<file path="src/rtl/rsa_power_policy.sv">
// Idle-driven power policy ahead of rsa_power_control.
// Requests power-down after idle, wake on work, gates grants until settled.
module rsa_power_policy #(
  parameter int IDLE_CYCLES = 1024,
  parameter int WAKE_SETTLE = 8,
  parameter int ACK_TIMEOUT = 4096
) (
  input  logic clk,
  input  logic rst,
  input  logic sleep_en,
  input  logic core_busy,
  input  logic job_req,
  input  logic force_wake,
  input  logic mode_change_ack,
  input  logic clear_err,
  output logic job_gnt,
  output logic req_disable,
  output logic req_enable,
  output logic powered,
  output logic ack_timeout_err
);

  localparam int IW = $clog2(IDLE_CYCLES + 1);
  localparam int SW = $clog2(WAKE_SETTLE + 1);
  localparam int AW = $clog2(ACK_TIMEOUT + 1);

  typedef enum logic [2:0] {
    S_ON,
    S_REQ_OFF,
    S_OFF,
    S_REQ_ON,
    S_SETTLE
  } state_t;

  state_t state, state_nx;

  logic [IW-1:0] idle_cnt, idle_nx;
  logic [SW-1:0] settle_cnt, settle_nx;
  logic [AW-1:0] wait_cnt, wait_nx;

  logic idle;
  logic in_req;
  logic err_set;

  assign idle    = sleep_en & ~core_busy & ~job_req;
  assign in_req  = (state == S_REQ_OFF) | (state == S_REQ_ON);
  assign job_gnt = (state == S_ON) & job_req;

  // err fires on the cycle wait_cnt steps onto ACK_TIMEOUT
  assign err_set = in_req & ~mode_change_ack &
                   (wait_cnt == AW'(ACK_TIMEOUT - 1));

  always_comb begin
    state_nx  = state;
    idle_nx   = idle_cnt;
    settle_nx = settle_cnt;
    wait_nx   = wait_cnt;
    unique case (state)
      S_ON: begin
        if (!idle) begin
          idle_nx = '0;
        end else if (idle_cnt == IW'(IDLE_CYCLES - 1)) begin
          state_nx = S_REQ_OFF;
          idle_nx  = '0;
          wait_nx  = '0;
        end else begin
          idle_nx = idle_cnt + 1'b1;
        end
      end
      S_REQ_OFF, S_REQ_ON: begin
        if (mode_change_ack) begin
          if (state == S_REQ_OFF) begin
            state_nx = S_OFF;
          end else begin
            state_nx  = S_SETTLE;
            settle_nx = '0;
          end
        end else if (wait_cnt != AW'(ACK_TIMEOUT)) begin
          wait_nx = wait_cnt + 1'b1;
        end
      end
      S_OFF: begin
        if (job_req | force_wake) begin
          state_nx = S_REQ_ON;
          wait_nx  = '0;
        end
      end
      S_SETTLE: begin
        if (settle_cnt == SW'(WAKE_SETTLE - 1)) begin
          state_nx  = S_ON;
          idle_nx   = '0;
          settle_nx = '0;
        end else begin
          settle_nx = settle_cnt + 1'b1;
        end
      end
      default: state_nx = S_ON;
    endcase
  end

  // Outputs are flops fed by the next state: glitch-free, one cycle later
  always_ff @(posedge clk) begin
    if (rst) begin
      state           <= S_ON;
      idle_cnt        <= '0;
      settle_cnt      <= '0;
      wait_cnt        <= '0;
      req_disable     <= 1'b0;
      req_enable      <= 1'b0;
      powered         <= 1'b1;
      ack_timeout_err <= 1'b0;
    end else begin
      state       <= state_nx;
      idle_cnt    <= idle_nx;
      settle_cnt  <= settle_nx;
      wait_cnt    <= wait_nx;
      req_disable <= (state_nx == S_REQ_OFF);
      req_enable  <= (state_nx == S_REQ_ON);
      powered     <= (state_nx == S_ON) |
                     (state_nx == S_REQ_OFF) |
                     (state_nx == S_SETTLE);
      if (err_set) begin
        ack_timeout_err <= 1'b1;
      end else if (clear_err) begin
        ack_timeout_err <= 1'b0;
      end
    end
  end

endmodule

</file>
<file path="config.mk">
export PLATFORM = sky130hd
export DESIGN_NAME = rsa_power_policy
export DESIGN_NICKNAME = d
export VERILOG_FILES = /design/src/rtl/rsa_power_policy.sv
export SDC_FILE = /design/constraint.sdc
export NUM_CORES = 1
export LEC_CHECK = 0
export CORE_ASPECT_RATIO = 1.5
export CORE_MARGIN = 5
export CORE_UTILIZATION = 60
export CTS_CLUSTER_DIAMETER = 60
export DETAILED_ROUTE_END_ITERATION = 10
export GPL_ROUTABILITY_DRIVEN = 0
export HOLD_SLACK_MARGIN = 0.12
export PLACE_DENSITY = 0.84
export SYNTH_ARGS = -nofsm -noshare
export SYNTH_HDL_FRONTEND = slang
export SYNTH_SLANG_ARGS = --single-unit
</file>
<file path="constraint.sdc">
create_clock -name clk -period 5.4 [get_ports clk]
set_input_delay 0.81 -clock clk [delete_from_list [all_inputs] [get_ports clk]]
set_output_delay 0.81 -clock clk [all_outputs]
set_load 0.02 [all_outputs]
</file>
# [After elaboration in Yosys (flattened, before gate mapping)]
# Cells that the tools add are included.
[classes] add_sub_neg=3 n_eq_ne=19 muxes=23 bitwise=12 n_reduce_logical=10
[ops] cell="2-to-1 mux 13 bit" n=5
[ops] cell="case mux 13 bit (3 select lines)" n=1
[ops] cell="2-to-1 mux 11 bit" n=3
[ops] cell="case mux 11 bit (2 select lines)" n=1
[ops] cell="2-to-1 mux 3 bit" n=6
[ops] cell="inequality test 2 bit (second input constant)" n=7
[ops] cell="adder 13 x 1 -> 13 bit (second input constant)" n=1
[ops] cell="equality test 13 x 12 -> 1 bit (second input constant)" n=1
[ops] cell="inequality test 13 bit (second input constant)" n=1
[ops] cell="2-to-1 mux 4 bit" n=3
[ops] cell="case mux 3 bit (4 select lines)" n=1
[ops] cell="adder 11 x 1 -> 11 bit (second input constant)" n=1
[ops] cell="equality test 11 x 10 -> 1 bit (second input constant)" n=1
[ops] cell="equality test 3 x 2 -> 1 bit (second input constant)" n=3
[ops] cell="case mux 4 bit (2 select lines)" n=1
[ops] cell="equality test 3 x 1 -> 1 bit (second input constant)" n=2
[ops] cell="equality test 3 bit (second input constant)" n=2
[ops] cell="logical NOT 3 bit" n=2
[ops] cell="AND reduction 6 bit" n=1
[ops] cell="nonzero test 2 bit" n=3
[ops] cell="bitwise AND 1 bit" n=5
[ops] cell="adder 4 x 1 -> 4 bit (second input constant)" n=1
[ops] cell="equality test 4 x 3 -> 1 bit (second input constant)" n=1
[ops] cell="OR 1 bit" n=4
[ops] cell="7 further kinds" n=10
[word_totals] reg_bits=35 out_inout_bits=5 wordCells=75

# [Depth between registers and ports, before layout]
[depth] depth_word=8 ltp_mapped=8 mapped_depth_nobuf=7

# [Worst setup path after synthesis]
# OpenSTA, ideal clock, no wires.
[synth_timing] path_kind="input to register" from="input port job_req" to="register wait_cnt[1]" setup_time_ps=121 arrival_time_ps=2078 required_time_ps=5279 path_slack_ps=3201 path_stages=6 cell_sequence="or4b_1 -> o311a_1 -> o211ai_1 -> buf_2 -> mux2i_1 -> nor2_1"
[synth_between] elab_chain_len=4 elab_cells_between_ends=6 cone_classes="eq/ne: 2; bitwise: 3; reduce/logical: 1"
[synth_lines] element="from (decl)" line="12" source="input logic job_req,"
[synth_lines] element="inverter 1 bit" line="45" source="assign idle = sleep_en & ~core_busy & ~job_req;"
[synth_lines] element="bitwise AND 1 bit" line="45"
[synth_lines] element="inequality test 2 bit (no line)"
[synth_lines] element="AND reduction 6 bit (no line) (*)"
[synth_lines] element="to (signal assigned)" line="116" source="wait_cnt <= wait_nx;"
[synth_lines] element="to (decl)" line="39" source="logic [AW-1:0] wait_cnt, wait_nx;"
# Mark *: on every way between the ends. The rest lies on a longest branch, timed or not.
# A chain may end at the register's enable or synchronous reset.

# [Worst setup path in the final report]
[layout_timing] from="input port job_req" to="output port job_gnt"
[layout_between] elab_chain_len=1
[layout_lines] element="bitwise AND 1 bit" line="47" source="assign job_gnt = (state == S_ON) & job_req;"
[layout_lines] element="to (decl)" line="16" source="output logic job_gnt,"
# No other way between the ends.

==> metrics.csv <==
metric,value,unit
Total Routing Usage GR,0.2136,
CTS Hold Bufs,0,
top-area cell type share of the netlist area,0.3958,
First-pass DRT Iterations,4,
Syn Inst Count,222,
via count,1654,
worst-margin pin slew,0.9326,ns
asr flop ratio synth,0,
CTS root buffer,clkbuf_8,
status,"complete, no violations",
"Seq/Total Area, Yosys",0.3958,
Pins Over Slew Limit,0,
initial core utilization,0.6141,
Layout Skew,0.003559,ns
dpl cells,264,
I/O Pins,13,
Hold WC Path Type,register to register,
Setup TNS Final,0,ns
"Cell Count, Final, Fillers Out",272,
post-cts resize count,0,
most frequent cells after synthesis,"dfxtp_1, a21oi_1, nor2_1",
pwr dens,257.2,nW/um^2
Via density,6.081,
Synth Net Count,234,
number of synthesized flops with an enable pin,0,
CP Launch Type,input port,
Tot Pwr,0.5211,mW
"FF+latch count, synth",35,
Sink Count,35,
Yosys cell types,41,
Seq pwr share,0.496,
Placed Area,1908,sq um
H-Tree Depth,2,
Fin. Hold Viols,0,
crit end category,output port,
Max-Cap Viols,0,
Critical Path RT,4.59,ns
die height,76.53,microns
core area,2883,sq um
Final setup viols,0,
die span in x,54.35,microns
Congestion Overflow GR,0,
CTS tree,done,
final worst path period share,0.5234,
vias in the first global route,1548,
Tmin final,2.826,ns
initial antenna violation count,0,
clock latency on the worst-skew pair,0.29,ns
slew margin rel.,0.3755,
most area-consuming cells after synthesis,"dfxtp_1, a21oi_1, nor2_1",
number of buffers added on ports,12,
maximum fanout along the worst path,3,
post-DP HPWL,2714,microns
Critical Path AT,2.02,ns
# diodes,0,
remaining antenna violation count,0,
num rows,24,
synthesized area,1770,sq um
Post-CTS Setup Repair Bufs,0,
post-synthesis average cell area,7.975,sq um
total internal power,0.4147,mW
Layout area overhead,14.42,%
CTS buffer count,5,
die area,4159,sq um
P_sw,0.1064,mW
"Top FF cell, synth",dfxtp_1,
Yosys warnings,0,
largest net degree at the start of global routing,31,
clock share of power,0.474,
clock buffer depth,2,
# DRC,0,
Peak VDD IR,0.0002848,V
Final Cell Area,2026,sq um
Combinational Power Share,0.030,
Max Clk Rate,353.8,MHz
RSZ-0062 raised after global routing,false,
Iteration-0 DRC Markers,56,
first-pass GRT wire length,6768,microns
Worst-path clk slew,0.07,ns
P_leak,0.6834,nW
top-count cell post-synth,dfxtp_1,
share of cells above drive strength 1,0.05150,
final wirelength,3872,microns
Wirelength per Cell,14.24,microns
Synth area leader,dfxtp_1,
Crit Path Class,input port to output port,
NumNets Final,244,
Sw Share,0.2042,
## flip-flops by register name (all words and copies together) (netlist names)
| signal | flops |
|---|---|
| ack_timeout_err | 1 |
| idle_cnt | 11 |
| powered | 1 |
| req_disable | 1 |
| req_enable | 1 |
| settle_cnt | 4 |
| state | 3 |
| wait_cnt | 13 |
## area by class of cell
| type | count | area (sq um) |
|---|---|---|
| multi-input cells | 173 | 1016 |
| fillers | 265 | 857.1 |
| flip-flops and latches | 35 | 700.7 |
| repair buffers | 13 | 127.6 |
| clock buffers | 6 | 82.58 |
| well taps | 39 | 48.80 |
| clock inverters | 2 | 35.03 |
| inverters | 4 | 15.01 |
## cell usage in the layout (no fill, tap or decap), drive strengths merged, types with 2 or more instances in the layout
| master | n |
|---|---|
| o21ai | 19 |
| a31oi | 4 |
| or4 | 5 |
| nor4 | 3 |
| nand2b | 2 |
| nand3 | 12 |
| o311a | 4 |
| or3 | 8 |
| nor2b | 4 |
| nand2 | 16 |
| a311oi | 2 |
| inv | 4 |
| or3b | 2 |
| nor3 | 9 |
| and3 | 5 |
| and2 | 4 |
| nor4b | 2 |
| dfxtp | 35 |
| nand4 | 3 |
| clkdlybuf4s50 | 12 |
| clkbuf | 6 |
| nand4b | 2 |
| nor2 | 25 |
| ha | 4 |
| a21oi | 26 |
## metal layers
metal	track usage	wire [microns]	vias up
met5	0	0	-
met4	0.09726	61	0
met3	0.06262	150	9
met2	0.3393	2060	27
met1	0.2536	1600	775
li1	-	-	843
## critical path, stage by stage
cell,delay [ns]
clkdlybuf4s50_1,0.49
and2_1,0.12
clkdlybuf4s50_1,0.59
## power groups by stage
stage / Sequential [mW] / Clock [mW] / Combinational, mW
3_3_place_gp: 0.264 / 0 / 0.0155
6_report: 0.258 / 0.247 / 0.0156
4_1_cts: 0.258 / 0.248 / 0.0157
3_5_place_dp: 0.264 / 0 / 0.0157
2_1_floorplan: 0.264 / 0 / 0.00726
5_1_grt: 0.258 / 0.263 / 0.0171
## kinds of logic after synthesis
logic type	share of synthesized area
AOI/OAI and AO/OA	0.2049
xor gates and xnor gates	0.009896
adders and majority gates	0.02827
buffers and inverters	0.03038
DFF	0.3958
muxes	0.005654
and+or+nand+nor	0.3251
## stage by stage
| stage | hold WS [ns] | utilization | setup WS (ns) |
|---|---|---|---|
| final | 0.4793 | 0.7027 | 2.574 |
| after floorplan | 0.4508 | - | 3.201 |
| after CTS | 0.4865 | 0.7027 | 2.562 |
| after global routing | 0.5147 | 0.7027 | 2.534 |
| after global placement | 0.4702 | 0.6619 | 2.576 |
| after detailed placement | 0.4767 | 0.6619 | 2.504 |
## final timing paths
path,from,endpoint,slack [ns],depth (start not counted)
max reg2reg,idle_cnt[0]$_SDFFE_PP0P_,wait_cnt[6]$_SDFFE_PP0P_,2.97,6
min,settle_cnt[3]$_SDFFE_PP0P_,settle_cnt[3]$_SDFFE_PP0P_,0.48,2
min reg2reg,settle_cnt[3]$_SDFFE_PP0P_,settle_cnt[3]$_SDFFE_PP0P_,0.48,2
max,job_req,job_gnt,2.57,3
Note: power is estimated with default switching activity, not from simulation.
